===== src/rtl/mode_rate_strobe.sv =====
// Mode-dependent clock-enable strobe generator with stretched downstream reset.
// Each controller mode owns a run-time programmable divisor; mode changes and
// divisor updates only take effect on a strobe boundary, so no period is ever
// cut short or stretched.
//
// state   | meaning
// --------+-----------------------------------------------------------
// ST_HOLD | downstream reset held (rst_out=1), hold counter running
// ST_RUN  | strobe generation, one strobe every div_eff cycles
module mode_rate_strobe #(
    parameter int NUM_MODES   = 4,
    parameter int MODE_W      = 2,
    parameter int DIV_W       = 8,
    parameter int DEFAULT_DIV = 4,
    parameter int FAST_MODE_A = 1,
    parameter int FAST_MODE_B = 2,
    parameter int RST_HOLD    = 3
) (
    input  logic              clk,
    input  logic              rst,
    input  logic [MODE_W-1:0] mode_in,
    input  logic              cfg_we,
    input  logic [MODE_W-1:0] cfg_mode,
    input  logic [DIV_W-1:0]  cfg_div,
    output logic              strobe,
    output logic              rst_out,
    output logic [MODE_W-1:0] mode_active,
    output logic              switch_pend,
    output logic [DIV_W-1:0]  cnt
);

    localparam int IDX_W        = (NUM_MODES > 1) ? $clog2(NUM_MODES) : 1;
    localparam int HOLD_W       = (RST_HOLD > 1) ? $clog2(RST_HOLD) : 1;
    localparam int HOLD_LAST_I  = RST_HOLD - 1;
    localparam int MODE_LIMIT_I = NUM_MODES;
    localparam logic [HOLD_W-1:0] HOLD_LAST  = HOLD_LAST_I[HOLD_W-1:0];
    localparam logic [MODE_W:0]   MODE_LIMIT = MODE_LIMIT_I[MODE_W:0];

    typedef enum logic {
        ST_HOLD,
        ST_RUN
    } state_t;

    state_t            state_q;
    state_t            state_d;
    logic [HOLD_W-1:0] hold_q;
    logic [DIV_W-1:0]  div_q [NUM_MODES];
    logic [MODE_W-1:0] mode_sel;
    logic              cfg_ok;
    logic              boundary;
    logic [DIV_W-1:0]  reload_div;
    logic [DIV_W-1:0]  reload_cnt;

    // Out-of-range modes fall back to mode 0; out-of-range writes are dropped.
    assign mode_sel = ({1'b0, mode_in} < MODE_LIMIT) ? mode_in : '0;
    assign cfg_ok   = cfg_we && ({1'b0, cfg_mode} < MODE_LIMIT);

    // A write landing on the reload cycle for the incoming mode is forwarded.
    assign reload_div = (cfg_we && (cfg_mode == mode_sel)) ? cfg_div
                                                           : div_q[mode_sel[IDX_W-1:0]];
    // Divisor 0 behaves like 1: reload to 0 so the strobe fires every cycle.
    assign reload_cnt = (reload_div == '0) ? '0 : reload_div - DIV_W'(1);

    // State register.
    always_ff @(posedge clk) begin
        if (rst) begin
            state_q <= ST_HOLD;
        end else begin
            state_q <= state_d;
        end
    end

    // Next-state decode and the state-derived outputs.
    always_comb begin
        state_d  = state_q;
        rst_out  = 1'b1;
        boundary = 1'b0;
        case (state_q)
            ST_HOLD: begin
                if (hold_q == HOLD_LAST) begin
                    state_d = ST_RUN;
                end
            end
            ST_RUN: begin
                rst_out  = 1'b0;
                boundary = (cnt == '0);
            end
            default: state_d = ST_HOLD;
        endcase
    end

    assign strobe = boundary;

    // Hold counter, period counter, active mode, pending flag and divisor bank.
    always_ff @(posedge clk) begin
        if (rst) begin
            hold_q      <= '0;
            mode_active <= '0;
            switch_pend <= 1'b0;
            cnt         <= '0;
            for (int i = 0; i < NUM_MODES; i++) begin
                div_q[i] <= ((i == FAST_MODE_A) || (i == FAST_MODE_B)) ? DIV_W'(1)
                                                                        : DIV_W'(DEFAULT_DIV);
            end
        end else begin
            if (cfg_ok) begin
                div_q[cfg_mode[IDX_W-1:0]] <= cfg_div;
            end
            case (state_q)
                ST_HOLD: begin
                    if (hold_q == HOLD_LAST) begin
                        mode_active <= mode_sel;
                        cnt         <= '0;
                        switch_pend <= 1'b0;
                    end else begin
                        hold_q <= hold_q + HOLD_W'(1);
                    end
                end
                ST_RUN: begin
                    if (boundary) begin
                        // The switch completes here, so nothing remains pending.
                        mode_active <= mode_sel;
                        cnt         <= reload_cnt;
                        switch_pend <= 1'b0;
                    end else begin
                        cnt         <= cnt - DIV_W'(1);
                        switch_pend <= (mode_sel != mode_active);
                    end
                end
                default: begin
                    cnt <= '0;
                end
            endcase
        end
    end

endmodule


===== config.mk =====
export PLATFORM = sky130hd
export DESIGN_NAME = mode_rate_strobe
export DESIGN_NICKNAME = d
export VERILOG_FILES = /design/src/rtl/mode_rate_strobe.sv
export SDC_FILE = /design/constraint.sdc
export NUM_CORES = 1
export LEC_CHECK = 0
export CAP_MARGIN = 0
export CORE_ASPECT_RATIO = 0.7
export CORE_MARGIN = 8
export CORE_UTILIZATION = 25
export DETAILED_ROUTE_END_ITERATION = 10
export PLACE_DENSITY = 0.47
export REMOVE_ABC_BUFFERS = 1
export SYNTH_ARGS = -nofsm -noshare
export SYNTH_HDL_FRONTEND = slang
export SYNTH_SLANG_ARGS = --single-unit

===== constraint.sdc =====
create_clock -name clk -period 6.2 [get_ports clk]
set_clock_uncertainty 0.05 [all_clocks]
set_input_delay 0.62 -clock clk [delete_from_list [all_inputs] [get_ports clk]]
set_output_delay 0.62 -clock clk [all_outputs]
set_load 0.02 [all_outputs]

-- Word-level counts from Yosys, hierarchy flattened
Memories as Yosys holds them, arrays and structs flattened.
Index checks and enable logic that the tools add are counted.
- bitwise logic cells: 2
- divide/modulo/power cells: 0
- multiply operators: 0
- equality and inequality tests: 5
- reductions and logical operators: 6
- shift-type cells: 0
- add/subtract/negate cells: 3
- magnitude comparators: 0
- mux-type cells: 23
- operator list (operator ; number):
    $mux W8 ; 5
    $logic_not A8 Y1 ; 2
    $pmux W8 S2 ; 1
    $sub A8 B1 Y8 const B ; 2
    $mux W1 ; 12
    $reduce_or A8 Y1 ; 1
    $mux W2 ; 3
    $ne A2 B2 Y1 const B ; 2
    $pmux W2 S2 ; 1
    $reduce_and A2 Y1 ; 2
    $add A2 B1 Y2 const B ; 1
    $eq A2 B2 Y1 ; 1
    $eq A2 B2 Y1 const B ; 1
    $ne A2 B2 Y1 ; 1
    $not A1 Y1 ; 2
    $pmux W1 S2 ; 1
    $logic_and A1 B1 Y1 ; 1
- word-level logic and storage cells: 45
- bits in read-only memories: 0
- memory bits (writable): 32
- bits in registers: 14
- latch bits: 0
- memories kept: 1
- input bits: 15
- output and inout port bits: 13
- memories (name ; words ; bits a word ; read ports ; clocked after memory_dff ; write ports ; RTL line ; RTL):
    div_q ; 4 ; 8 ; 1 ; 0 ; 4 ; 47 ; logic [DIV_W-1:0] div_q [NUM_MODES];

-- Longest topological paths before layout
Gate-level depths: netlist of run 1.
- depth after elaboration: 7
- mapped depth: 10
- mapped depth without buffers: 10

-- Least setup slack after synthesis of run 1
Ideal clock, no wire load.
- kind: input port to flip-flop
- start point: in mode_in[0]
- end point: reg cnt[0]
- data required time: 6022 ps
- library setup time: 128 ps
- path buffers: 1
- cell stages on the path: 9
- arrival: 2685 ps
- slack: 3337 ps
- path through: buf_6 > mux4_1 > mux2i_1 > ha_1 > inv_1 > o41ai_4 > a31oi_4 > a221oi_1 > nor2_1
- word-level cells in the longest chain between the ends: 7
- elaborated cells on any way between the ends: 9
- those cells by class: add/sub: 1; eq/ne: 1; mux: 4; reduce/logical: 2; memory: 1
- RTL lines (item ; RTL line ; RTL):
    from (decl) ; 21 ; input logic [MODE_W-1:0] mode_in,
    branches (longest 2 deep; another with $mem_v2 Z4 W8) ; - ;
    $mux W8 * ; 59 ; assign reload_div = (cfg_we && (cfg_mode == mode_sel)) ? cfg_div
    $sub A8 B1 Y8 / $logic_not A8 Y1 (equally long branches) ; 62 ; assign reload_cnt = (reload_div == '0) ? '0 : reload_div - DIV_W'(1);
    $mux W8 * ; 62 ;
    $mux W8 * ; 120 ; if (boundary) begin
    $pmux W8 S2 * ; 109 ; case (state_q)
    to (signal assigned) ; 123 ; cnt <= reload_cnt;
    to (signal assigned) ; 126 ; cnt <= cnt - DIV_W'(1);
    to (decl) ; 29 ; output logic [DIV_W-1:0] cnt
Mark *: on every way between the ends.
A chain may end at the register's enable or synchronous reset.

-- Worst setup path after layout of run 1
- start point: in mode_in[0]
- end point: reg cnt[1]
Same word-level chain as after synthesis.

==> results of run 1 <==
## report_power, final
| part | switching [mW] | internal [mW] |
|---|---|---|
| Sequential | 0.0483 | 0.378 |
| Clock | 0.102 | 0.161 |
| Combinational | 0.249 | 0.191 |
| Total | 0.400 | 0.731 |
## per-layer routing
layer  vias to the layer above  track usage, %
met3                         6            2.44
met1                       893            13.6
met2                        31            14.6
met4                         0            1.77
met5                         -               0
li1                        886               -
## cells in the final DEF, fill, tap and decap left out, drive strengths merged, types with 8 or more instances in the layout
| master | Yosys | layout |
|---|---|---|
| clkbuf | 4 | 8 |
| nand2b | 11 | 11 |
| xnor2 | 9 | 9 |
| edfxtp | 32 | 32 |
| mux4 | 8 | 8 |
| and2 | 29 | 29 |
| nor2 | 19 | 19 |
| a21oi | 12 | 12 |
| clkdlybuf4s50 | 0 | 27 |
| dfxtp | 14 | 14 |
| mux2i | 8 | 8 |
## worst reg2reg max path, stage by stage, from the launching register on
cell and delay (ns):
edfxtp_1 0.38, mux4_1 0.53, mux2i_1 0.27, ha_1 0.22
inv_1 0.07, o41ai_4 0.47, a31oi_4 0.19, a221oi_1 0.28
nor2_1 0.06
## worst max path at each step
| stage | from | endpoint | slack, ns | cells after the start |
|---|---|---|---|---|
| floorplan | mode_in[1] | cnt[6]$_SDFFE_PP0N_ | 3.39 | 9 |
| global placement | mode_in[0] | cnt[0]$_SDFFE_PP0N_ | 2.21 | 11 |
| detailed placement | mode_in[0] | cnt[3]$_SDFFE_PP0N_ | 2.10 | 10 |
| CTS | mode_in[0] | cnt[3]$_SDFFE_PP0N_ | 2.38 | 10 |
| global route | mode_in[1] | cnt[3]$_SDFFE_PP0N_ | 2.03 | 10 |
| finish | mode_in[0] | cnt[1]$_SDFFE_PP0N_ | 2.42 | 10 |
## final cells by class
type	instances	area (sq um)
fill	1037	7000
multi-input combinational	162	1250
sequential	46	1240
timing repair buffer	30	293
tap	132	165
clock buffer	8	146
inverter	7	26.3
## state kept, by name, summed over array words and instances, names as in the netlist
name / flops
mode_active: 2
div_q: 32
state_q: 1
cnt: 8
hold_q: 2
switch_pend: 1
## logic make-up (layout without fill, tap and decap cells)
logic type	Yosys count	count (layout)
AOI/OAI and AO/OA	38	38
and+or+nand+nor	95	95
muxes	16	16
xor gates and xnor gates	9	9
adders and majority gates	4	4
buffers and inverters	13	45
DFF	46	46
## stage by stage
step	util [%]	instance area (sq um)	hold slack [ns]	setup slack, ns
floorplan	-	2520	0.427	3.39
global placement	29.4	2980	0.428	2.21
detailed placement	29.4	2980	0.444	2.10
CTS	30.8	3120	0.457	2.38
global route	30.8	3120	0.488	2.03
finish	30.8	3120	0.446	2.42
==> results.md, run 1 <==
* Post-CTS Setup Repair Bufs at 0
* Max_cap viols at 0
* Root Buffer: clkbuf_16
* Site row count at 31
* Critical Path RT at approximately 6.3 ns
* Total chip power at between 1 and 1.5 mW
* DR pass1 iterations at 4
* Worst Tran Pin Value at between 0.8 and 0.9 ns
* Setup violators final at 0
* Drt drc at 0
* Min-Delay Endpoint: switch_pend$_SDFFE_PP0N_
* Nature of the critical path endpoint: register
* Mux share of post-synthesis cell area at a little under an eighth
* Final worst path period share at between 60% and 70%
* Top sig layer: met4
* Nets at 271
* Critical path class: primary input to register
* Seq cells post-synth at 46
* Reg2reg end: cnt[1]$_SDFFE_PP0N_
* FMAX at 265 MHz
* IO Port Bufs at 27
* Final Wtd Congestion at 0.759
* # resized after CTS at 0
* Final hold violation count at 0
* Hold_sp: switch_pend$_SDFFE_PP0N_
* Post-synthesis xor/xnor area fraction at 3.09%
* Compound-gate portion of the synthesized area at approximately 12%
* Die Span Y at between 100 and 150 um
* Async SR Flop Fraction at 0%
* Seq/Total Area, Yosys at between 40 and 50%
* Post-synth cell types at 46
* Antenna cells at 0
* Worst Path Arrival at approximately 3.9 ns
* Metal3 WL at slightly above 200 um
* # H-tree levels at 2
* Cell Chain, Critical Path: clkdlybuf4s50_1, xnor2_1, nand3_2, mux2i_1, ha_1, inv_1, o41ai_4, a31oi_4, a221oi_1, nor2_1
* Tmin final at around 3.8 ns
* Leading cell types by count after synthesis: 32 x edfxtp_1, 29 x and2_1, 19 x nor2_1
* First-pass GRT wire length at ~10000 um
* Layout cells sized above 1 at a little under a tenth
* RSZ-0062 raised after global routing: no
* Total global routing overflow at 0
* Avg Synthesized Cell Area at approximately 12 sq um
* TritonCTS clock tree: yes
* Mapped cell area at between 2000 and 3000 sq um
* Avg WL per Cell at between 15 and 20 um
* Synth area leaders: edfxtp_1 38%, dfxtp_1 11%, and2_1 7.1%
* Most common cell in the synthesized netlist: edfxtp_1
* Slew margin rel. at 44.9%
* HPWL after DPL at ~4800 um
* Largest net degree at the start of global routing at 21
* Worst hold path depth at 2
* Post-DRT Antenna Nets at 0
* Final Non-Filler Cells at 385
* P&R area growth vs syn at 22.5%
* Reg2Reg Depth at 8
* Total track usage at under 10%
* Commonest register cell after synthesis: edfxtp_1
* Core box area at 10100 sq um
* Initial antenna violation count at 0
* Post-synth EDFFs at 32
* DRT iter0 DRCs at around 120
* Clock transition at path regs at roughly 0.060 ns
* Total die area at around 14000 sq um
* Clk buf depth at 2
* Max-slew violations at 0
* Starting Density at 25.2%
* Vias in the first global route at about 1.8k
* Flop2flop setup slack at approximately 3.6 ns
* Clock latency on the worst-skew pair at about 0.28 ns
* Slowest CP cell: clkdlybuf4s50_1
* Gate Count Post-Synth at between 200 and 250
* Post-CTS Hold Buffers at 0
* Avg Vias per Cell at about 4.7
* Pwr Density at 362 nW/um^2
* Post-synth top area share at about 38%
* Critical path fanouts, max at 11
* Setup TNS at 0 ns
* Reg2reg start: div_q[0][0]$_SDFFCE_PN0P_
* Clock tree sinks at 46
* Combinational family with the most area after synthesis: simple AND/OR/NAND/NOR gates
* Worst path top cell family by delay: compound AO/OA/AOI/OAI gates
* DR WL met2 at around 2800 um
* Status: complete, no violations
* Vias at 1816
* Worst Setup Start Kind: primary input
* Adder-Cell Fraction of Synth Area at ~2.0%
* Buf/Inv on CP at 2
* Peak supply drop at between 100 and 150 uV
* Pleak at approximately 1.1 nW
* Total Wirelength at ~6200 um
* Crit-path max cell delay at 0.75 ns
* Die Wd at between 100 and 150 um
* Yosys Warn Count at 0
* Clock buffer count from CTS at 5
* I/O pin count at 28
* Met1 WL at between 3000 and 4000 um
* Area leader, netlist: edfxtp_1
* Simple-gate area share of the yosys netlist at a little over a fifth
* Placed cells at 377
* HP Class: register to register
(Power assumes the default switching activity.)
==> run 2: changes to the inputs <==
- clock period: 6.2 -> 3.7 ns (I/O delays scaled with it)
==> results.md, run 2 (synthesized netlist as in run 1, its figures left out) <==
* Clock latency on the worst-skew pair at 0.28 ns (about the same)
* Site row count at 31 (unchanged)
* Avg WL per Cell at 17.3 um (+7.6%)
* Final setup margin at 0.635 ns (-1.79 ns)
* Dpl cell area at 3020 sq um (+1.5%)
* Tmin final at ~3 ns
* Final Non-Filler Cells at 391 (+1.6%)
* Largest reg by FF count: div_q
* HP Class: register to register
* Clock tree sinks at 46 (unchanged)
* Critical path class: register to primary output
* P&R area growth vs syn at 24.1%
* Slowest CP cell: clkdlybuf4s50_1
* Die Span Y at 100 um (unchanged)
* Setup TNS at 0 ns (unchanged)
* Max FFs per register at 32 (unchanged)
* Placed cells at 383 (+1.6%)
* FMAX at between 300 and 400 MHz
* Most used cell, CP: inv_1
* Die Wd at 137 um (unchanged)
* Max-slew violations at 0 (unchanged)
* Post-DRT Antenna Nets at 0 (unchanged)
* HPWL after DPL at 5050 um (+6.1%)
* Vias at 1856 (+2.2%)
* Nets at 277 (+2.2%)
* Total track usage at 10.3% (+0.67 points)
* Status: complete, no violations
* Core box area at 10100 sq um (unchanged)
* Crit-path max cell delay at 0.63 ns (-0.12 ns)
* Total die area at 13700 sq um (unchanged)
* Most frequent cells in the layout: 32 x edfxtp_1, 29 x and2_1, 27 x clkdlybuf4s50_1, 19 x nor2_1, 14 x dfxtp_1
* RSZ-0062 raised after global routing: no
* Worst Tran Pin Value at 0.649 ns (-0.174 ns)
* Total Wirelength at 6770 um (+9.2%)
* Initial antenna violation count at 0 (unchanged)
* Antenna cells at 0 (unchanged)
* Fin area at 3160 sq um (+1.3%)
* Total global routing overflow at 0 (unchanged)
* Pwr Density at 603 nW/um^2 (+66%)
* Slew margin rel. at 56.3% (+11 points)
* # H-tree levels at 2 (unchanged)
* DR pass1 iterations at 4 (unchanged)
* Clock buffer count from CTS at 5 (unchanged)
* Peak supply drop at 191 uV (+75%)
* Cell Chain, Critical Path: inv_1, ha_1, nand2b_1, or4_1, or3_4, inv_1, clkdlybuf4s50_1
* Pleak at 1.16 nW (+2.5%)
* Post-Route Utilization at 31.3% (+0.41 points)
* Avg Vias per Cell at 4.75 (+0.63%)
* Vias in the first global route at 1881 (+2.1%)
* Starting Density at 25.2% (unchanged)
* Most common cell after layout, fill and taps aside: edfxtp_1
* Final worst path period share at ~83%
* Setup violators final at 0 (unchanged)
* Nature of the critical path endpoint: primary output
* DRT iter0 DRCs at 118 (-3.3%)
* Root Buffer: clkbuf_16
* Layout cells sized above 1 at 12.0% (+2.5 points)
* Final hold violation count at 0 (unchanged)
* Post-CTS Hold Buffers at 0 (unchanged)
* Largest registers: div_q: 32 flops, cnt: 8 flops
* Post-CTS Setup Repair Bufs at 0 (unchanged)
* Drt drc at 0 (unchanged)
* Fillers at 1024 (-1.3%)
* TritonCTS clock tree: yes
* IO Port Bufs at 27 (unchanged)
* I/O pin count at 28 (unchanged)
* First-pass GRT wire length at 10900 um (+6.4%)
* Worst Setup Start Kind: register
* Max_cap viols at 0 (unchanged)
* Clock transition at path regs at 0.06 ns (about the same)
* Final Wtd Congestion at 0.794 (+4.6%)
* Critical path fanouts, max at 6 (-5)
* Clk buf depth at 2 (unchanged)
* # resized after CTS at 0 (unchanged)
* Largest net degree at the start of global routing at 21 (unchanged)
* Place WS at 0.435 ns (-1.67 ns)
* Critical Path RT at 3.28 ns (-3.00 ns)
* Worst Path Arrival at 2.64 ns (-1.22 ns)
## run 2: power breakdown
| part | internal [mW] | leakage (nW) | total [mW] | switching [mW] |
|---|---|---|---|---|
| registers | 0.634 | 0.426 | 0.718 | 0.0841 |
| logic | 0.327 | 0.660 | 0.747 | 0.420 |
| clock network | 0.251 | 0.0708 | 0.442 | 0.191 |
## run 2: per-layer routing
| metal | vias up | share of wire (%) | GRT usage, % |
|---|---|---|---|
| met5 | - | 0 | 0 |
| met4 | 0 | 0.83 | 2.02 |
| met3 | 4 | 4.0 | 2.24 |
| met2 | 36 | 42 | 14.8 |
| met1 | 913 | 53 | 15.3 |
| li1 | 903 | - | - |
## run 2: worst paths after layout
path / startpoint / end / cells past startpoint / slack, ns
hold / removal: mode_active[1]$_SDFFE_PP0P_ / mode_active[1]$_SDFFE_PP0P_ / 2 / 0.45
hold reg to reg: mode_active[1]$_SDFFE_PP0P_ / mode_active[1]$_SDFFE_PP0P_ / 2 / 0.45
setup reg to reg: div_q[2][1]$_SDFFCE_PN0P_ / cnt[1]$_SDFFE_PP0N_ / 8 / 1.12
setup / recovery: cnt[0]$_SDFFE_PP0N_ / strobe / 7 / 0.64
## run 2: area by class of cell
| type | instances | area [sq um] | area share (%) |
|---|---|---|---|
| Clock inverter | 2 | 13.8 | 0.435 |
| Clock buffer | 6 | 129 | 4.07 |
| Multi-Input combinational cell | 162 | 1250 | 39.5 |
| Sequential cell | 46 | 1240 | 39.2 |
| Inverter | 7 | 26.3 | 0.830 |
| Tap cell | 132 | 165 | 5.22 |
| Timing Repair Buffer | 36 | 338 | 10.7 |
## run 2: worst max-delay path: cells and delay by family (launching register included)
family                   cells  cell delay (ns)
adder cells (fa/ha/maj)      1             0.16
buffers and inverters        3             0.85
flip-flops                   1             0.37
AND/OR/NAND/NOR              3             0.99
## run 2: stage by stage
stage | power (mW) | hold slack, ns
6_report | 1.91 | 0.447
3_5_place_dp | 1.47 | 0.442
3_3_place_gp | 1.47 | 0.437
5_1_grt | 2.04 | 0.484
2_1_floorplan | 1.20 | 0.389
4_1_cts | 1.92 | 0.460
